--- src/rtl/uart_tx_frame.sv ---
// uart_tx_frame: valid/ready UART transmitter; start bit, DATA_BITS data bits LSB first, STOP_BITS stop bits.
// Optional parity bit enabled by defining UART_TX_PARITY_EN (even, or odd when PARITY_ODD=1).
module uart_tx_frame #(
    parameter int unsigned CLK_HZ     = 50_000_000,
    parameter int unsigned BAUD       = 9600,
    parameter int unsigned DATA_BITS  = 8,
    parameter int unsigned STOP_BITS  = 1,
    parameter int unsigned PARITY_ODD = 0
) (
    input  logic                 clk,
    input  logic                 rst_n,
    input  logic [DATA_BITS-1:0] tx_data,
    input  logic                 tx_valid,
    output logic                 tx_ready,
    output logic                 tx,
    output logic                 tx_busy
);

    localparam int unsigned BAUD_DIV = CLK_HZ / BAUD;
    localparam int unsigned CNT_W    = (BAUD_DIV > 1) ? $clog2(BAUD_DIV) : 1;
    localparam int unsigned IDX_W    = $clog2(DATA_BITS + 1);

    if (DATA_BITS < 5 || DATA_BITS > 9) begin : g_bad_data_bits
        $error("uart_tx_frame: DATA_BITS must be 5..9");
    end
    if (STOP_BITS < 1 || STOP_BITS > 2) begin : g_bad_stop_bits
        $error("uart_tx_frame: STOP_BITS must be 1 or 2");
    end
    if (BAUD_DIV < 2) begin : g_bad_baud_div
        $error("uart_tx_frame: CLK_HZ/BAUD must be at least 2");
    end
    if (PARITY_ODD > 1) begin : g_bad_parity_odd
        $error("uart_tx_frame: PARITY_ODD must be 0 or 1");
    end

`ifdef UART_TX_PARITY_EN
    typedef enum logic [2:0] {S_IDLE, S_START, S_DATA, S_PARITY, S_STOP} state_t;
`else
    typedef enum logic [1:0] {S_IDLE, S_START, S_DATA, S_STOP} state_t;
`endif

    state_t               state, state_n;
    logic [CNT_W-1:0]     cnt, cnt_n;
    logic [IDX_W-1:0]     idx, idx_n;
    logic [DATA_BITS-1:0] shift, shift_n;
    logic                 tx_n, ready_n;
    logic                 bit_end;
`ifdef UART_TX_PARITY_EN
    logic                 par, par_n;
`endif

    assign bit_end = (cnt == CNT_W'(BAUD_DIV - 1));
    assign tx_busy = ~tx_ready;

    always_ff @(posedge clk or negedge rst_n) begin
        if (!rst_n) begin
            state    <= S_IDLE;
            cnt      <= '0;
            idx      <= '0;
            shift    <= '0;
            tx       <= 1'b1;
            tx_ready <= 1'b1;
`ifdef UART_TX_PARITY_EN
            par      <= 1'b0;
`endif
        end else begin
            state    <= state_n;
            cnt      <= cnt_n;
            idx      <= idx_n;
            shift    <= shift_n;
            tx       <= tx_n;
            tx_ready <= ready_n;
`ifdef UART_TX_PARITY_EN
            par      <= par_n;
`endif
        end
    end

    // tx is registered, so each bit value is loaded on the boundary edge that starts it
    always_comb begin
        state_n = state;
        cnt_n   = cnt + CNT_W'(1);
        idx_n   = idx;
        shift_n = shift;
        tx_n    = tx;
        ready_n = tx_ready;
`ifdef UART_TX_PARITY_EN
        par_n   = par;
`endif
        unique case (state)
            S_IDLE: begin
                cnt_n   = '0;
                idx_n   = '0;
                tx_n    = 1'b1;
                ready_n = 1'b1;
                if (tx_valid && tx_ready) begin
                    shift_n = tx_data;
                    state_n = S_START;
                    tx_n    = 1'b0;
                    ready_n = 1'b0;
`ifdef UART_TX_PARITY_EN
                    par_n   = (^tx_data) ^ 1'(PARITY_ODD);
`endif
                end
            end
            S_START: begin
                if (bit_end) begin
                    cnt_n   = '0;
                    idx_n   = '0;
                    tx_n    = shift[0];
                    shift_n = shift >> 1;
                    state_n = S_DATA;
                end
            end
            S_DATA: begin
                if (bit_end) begin
                    cnt_n = '0;
                    if (idx == IDX_W'(DATA_BITS - 1)) begin
                        idx_n   = '0;
`ifdef UART_TX_PARITY_EN
                        state_n = S_PARITY;
                        tx_n    = par;
`else
                        state_n = S_STOP;
                        tx_n    = 1'b1;
`endif
                    end else begin
                        idx_n   = idx + IDX_W'(1);
                        tx_n    = shift[0];
                        shift_n = shift >> 1;
                    end
                end
            end
`ifdef UART_TX_PARITY_EN
            S_PARITY: begin
                if (bit_end) begin
                    cnt_n   = '0;
                    idx_n   = '0;
                    tx_n    = 1'b1;
                    state_n = S_STOP;
                end
            end
`endif
            S_STOP: begin
                if (bit_end) begin
                    cnt_n = '0;
                    if (idx == IDX_W'(STOP_BITS - 1)) begin
                        idx_n   = '0;
                        state_n = S_IDLE;
                        ready_n = 1'b1;
                    end else begin
                        idx_n = idx + IDX_W'(1);
                    end
                end
            end
            default: begin
                state_n = S_IDLE;
                cnt_n   = '0;
                idx_n   = '0;
                tx_n    = 1'b1;
                ready_n = 1'b1;
            end
        endcase
    end

endmodule
--- config.mk ---
export PLATFORM = sky130hd
export DESIGN_NAME = uart_tx_frame
export DESIGN_NICKNAME = d
export VERILOG_FILES = /design/src/rtl/uart_tx_frame.sv
export SDC_FILE = /design/constraint.sdc
export NUM_CORES = 1
export LEC_CHECK = 0
export CORE_MARGIN = 1
export CORE_UTILIZATION = 45
export CTS_CLUSTER_DIAMETER = 200
export DETAILED_ROUTE_END_ITERATION = 10
export GPL_TIMING_DRIVEN = 0
export PLACE_DENSITY = 0.68
export SLEW_MARGIN = 10
export SYNTH_ARGS = -nofsm -noshare
export SYNTH_HDL_FRONTEND = slang
export SYNTH_SLANG_ARGS = --single-unit
--- constraint.sdc ---
create_clock -name clk -period 2.45 [get_ports clk]
set_clock_uncertainty 0.15 [all_clocks]
set_input_delay 0.3675 -clock clk [delete_from_list [all_inputs] [get_ports clk]]
set_output_delay 0.3675 -clock clk [all_outputs]
set_load 0.01 [all_outputs]
==> flow_metrics.env <==
export IMPL_synth_edf_count=0
export IMPL_cts_buffers=5
export IMPL_syn_area_sq_mm=0.00162
export IMPL_critPathMaxFanout=5
export IMPL_max_freq_mhz=433
export IMPL_finalHoldViolCount=0
export IMPL_synth_area_per_cell_sq_um=10.7
export IMPL_gp_congestion=0.793
export IMPL_pwr_share_clk=0.369
export IMPL_startpoint_type="register"
export IMPL_viasPerCell=5.41
export IMPL_p_sw_uw=171
export IMPL_setup_viol_count_final=0
export IMPL_clkTransAtPathRegs_ns=0.08
export IMPL_rows=21
export IMPL_hp_class="reg2reg"
export IMPL_io_pins=14
export IMPL_cts_max_level=2
export IMPL_dr_total_vias=1202
export IMPL_areaGrowthSynthToFinish_pct=17.0
export IMPL_drive_above_1_share=0.233
export IMPL_cts_sinks=29
export IMPL_swShare=0.214
export IMPL_fin_util=0.559
export IMPL_layout_nets=195
export IMPL_grt_pass1_wl_mm=5.16
export IMPL_dieArea_sq_mm=0.00384
export IMPL_diodes=0
export IMPL_clockBufferDepth=2
export IMPL_relSlewSlack=0.571
export IMPL_rsz0062_at_grt="no"
export IMPL_period_minus_slack_ns=2.31
export IMPL_synth_net_count=171
export IMPL_worstReg2RegStart="cnt[9]"
export IMPL_grt_max_degree=30
export IMPL_critPathMaxStageDelay_ns=0.57
export IMPL_drc=0
export IMPL_p_seq_frac=0.599
export IMPL_synth_top_area_frac=0.417
export IMPL_critPathKind="reg2reg"
export IMPL_path_cells="or4b_4 > nor3_4 > buf_4 > or2_2 > buf_2 > mux2_2"
export IMPL_setup_worst_path_end_class="register"
export IMPL_min_from="shift[7]"
export IMPL_leakage_nw=0.862
export IMPL_slew_violations=0
export IMPL_hpwl_mm=2.19
export IMPL_synth_area_top_cells="dfrtp_1 (42%), mux2_2 (13%), ha_1 (6.2%)"
export IMPL_clock_latency_ns=0.33
export IMPL_synth_area_leader_cell="dfrtp_1"
export IMPL_intPower_uw=628
export IMPL_portBuffers=13
export IMPL_whs_ns=0.357
export IMPL_ir_drop_v=0.000311
export IMPL_outcome="completed"
export IMPL_ys_seq_area_frac=0.450
export IMPL_worstMarginPinSlew_ns=0.643
export IMPL_synth_cells=152
export IMPL_core_region_area_sq_mm=0.00339
export IMPL_final_cell_mix="dfrtp_1 (27), nor2_1 (19), mux2_2 (18)"
export IMPL_antenna_found_initial=0
export IMPL_grt_ovfl_total=0
export IMPL_dieWidth_um=62.0
export IMPL_grt_pass1_vias=1136
export IMPL_ys_ff_latch=29
export IMPL_final_common_cell="dfrtp_1"
export IMPL_startpoint="cnt[9]"
export IMPL_crit_slowest_cell="or4b_4"
export IMPL_ys_warn_count=0
export IMPL_totalWireLength_mm=3.04
export IMPL_synth_cell_types=41
export IMPL_cts_tree="yes"
export IMPL_tns_ns=0
export IMPL_required_ns=2.52
export IMPL_drtPass1Iterations=4
export IMPL_power_density_mw_per_mm2=422
export IMPL_die_y_um=62.0
export IMPL_fin_crit_sh=0.942
export IMPL_yosys_most_used_dff="dfrtp_1"
export IMPL_start_util=0.478
export IMPL_antenna_left=0
export IMPL_drt_wirelength_per_cell_um=13.7
export IMPL_root_buffer="clkbuf_4"
export IMPL_async_reset_ff_frac=1.00
export IMPL_drv_cap=0
export IMPL_drt_iter0_drc=44
export IMPL_comb_power_share=0.032
export IMPL_grt_usage=0.189
export IMPL_critical_path_arrival_ns=2.37
==> power by group through the flow <==
stage | registers (mW) | logic (mW) | clock network, mW
2_1_floorplan | 0.488 | 0.00101 | 0
3_3_place_gp | 0.488 | 0.0259 | 0
3_5_place_dp | 0.488 | 0.0256 | 0
4_1_cts | 0.478 | 0.0269 | 0.302
5_1_grt | 0.478 | 0.0293 | 0.321
6_report | 0.478 | 0.0257 | 0.295
==> final timing paths <==
check / to / slack [ns] / cells past startpoint
min in group asynchronous: idx[2] / 0.44 / 2
hold / removal: shift[7] / 0.36 / 1
max in group asynchronous: cnt[10] / 1.29 / 2
setup / recovery: idx[0] / 0.14 / 6
hold reg to reg: shift[7] / 0.36 / 1
setup reg to reg: idx[0] / 0.14 / 6
==> synth_stat cells, types with 3 or more instances <==
cell type,instances
nor2_1,19
a21oi_1,3
nand2_1,5
nor3_1,4
dfrtp_1,27
mux2_2,18
nand3_1,5
o21ai_0,3
nor4_1,5
inv_1,11
ha_1,8
xnor2_1,8
==> registers in the layout, summed over array words and instances (netlist names) <==
name	count
cnt	13
shift	8
tx_ready	1
state	2
tx	1
idx	4
==> kinds of logic after synthesis <==
logic type / share of synthesized area
xor+xnor: 0.0541
fa+ha+maj: 0.0618
flops: 0.450
buf+inv: 0.0410
compound gates: 0.0788
mux: 0.125
simple gates: 0.189
==> what timing repair did <==
action                     in CTS  in global routing
hold endpoints to repair       27                  0
hold buffers                    1                  0
buffers inserted                0                  3
setup endpoints to repair       0                  2
resized for setup               0                  1
==> worst max-delay path, delay by kind of cell, from the launching register on <==
| kind | cells | cell delay (ns) |
|---|---|---|
| DFF | 1 | 0.44 |
| buffers and inverters | 2 | 0.33 |
| muxes | 1 | 0.34 |
| and+or+nand+nor | 3 | 0.94 |
==> metal layers <==
layer	wire length, um	global-route usage
met4	58	0.0730
met5	0	0
met1	1420	0.235
met2	1420	0.299
met3	141	0.0683
==> per-stage QoR <==
stage | setup WS (ns) | cells | cell area [sq um] | power (mW)
final | 0.142 | 222 | 1890 | 0.799
after floorplan | 0.295 | 152 | 1620 | 0.489
after CTS | 0.0884 | 219 | 1870 | 0.807
after global placement | 0.111 | 211 | 1810 | 0.514
after global routing | 0.0120 | 222 | 1890 | 0.829
after detailed placement | 0.113 | 211 | 1800 | 0.513
==> area by class of cell <==
class	count	area (sq um)
Inverter	11	41.3
Clock buffer	7	55.1
Sequential cell	29	728
Timing Repair Buffer	17	158
Buffer	4	25.0
Multi-Input combinational cell	108	830
Tap cell	46	57.6
Fill cell	305	1500
Power figures use the tool's default switching activity.
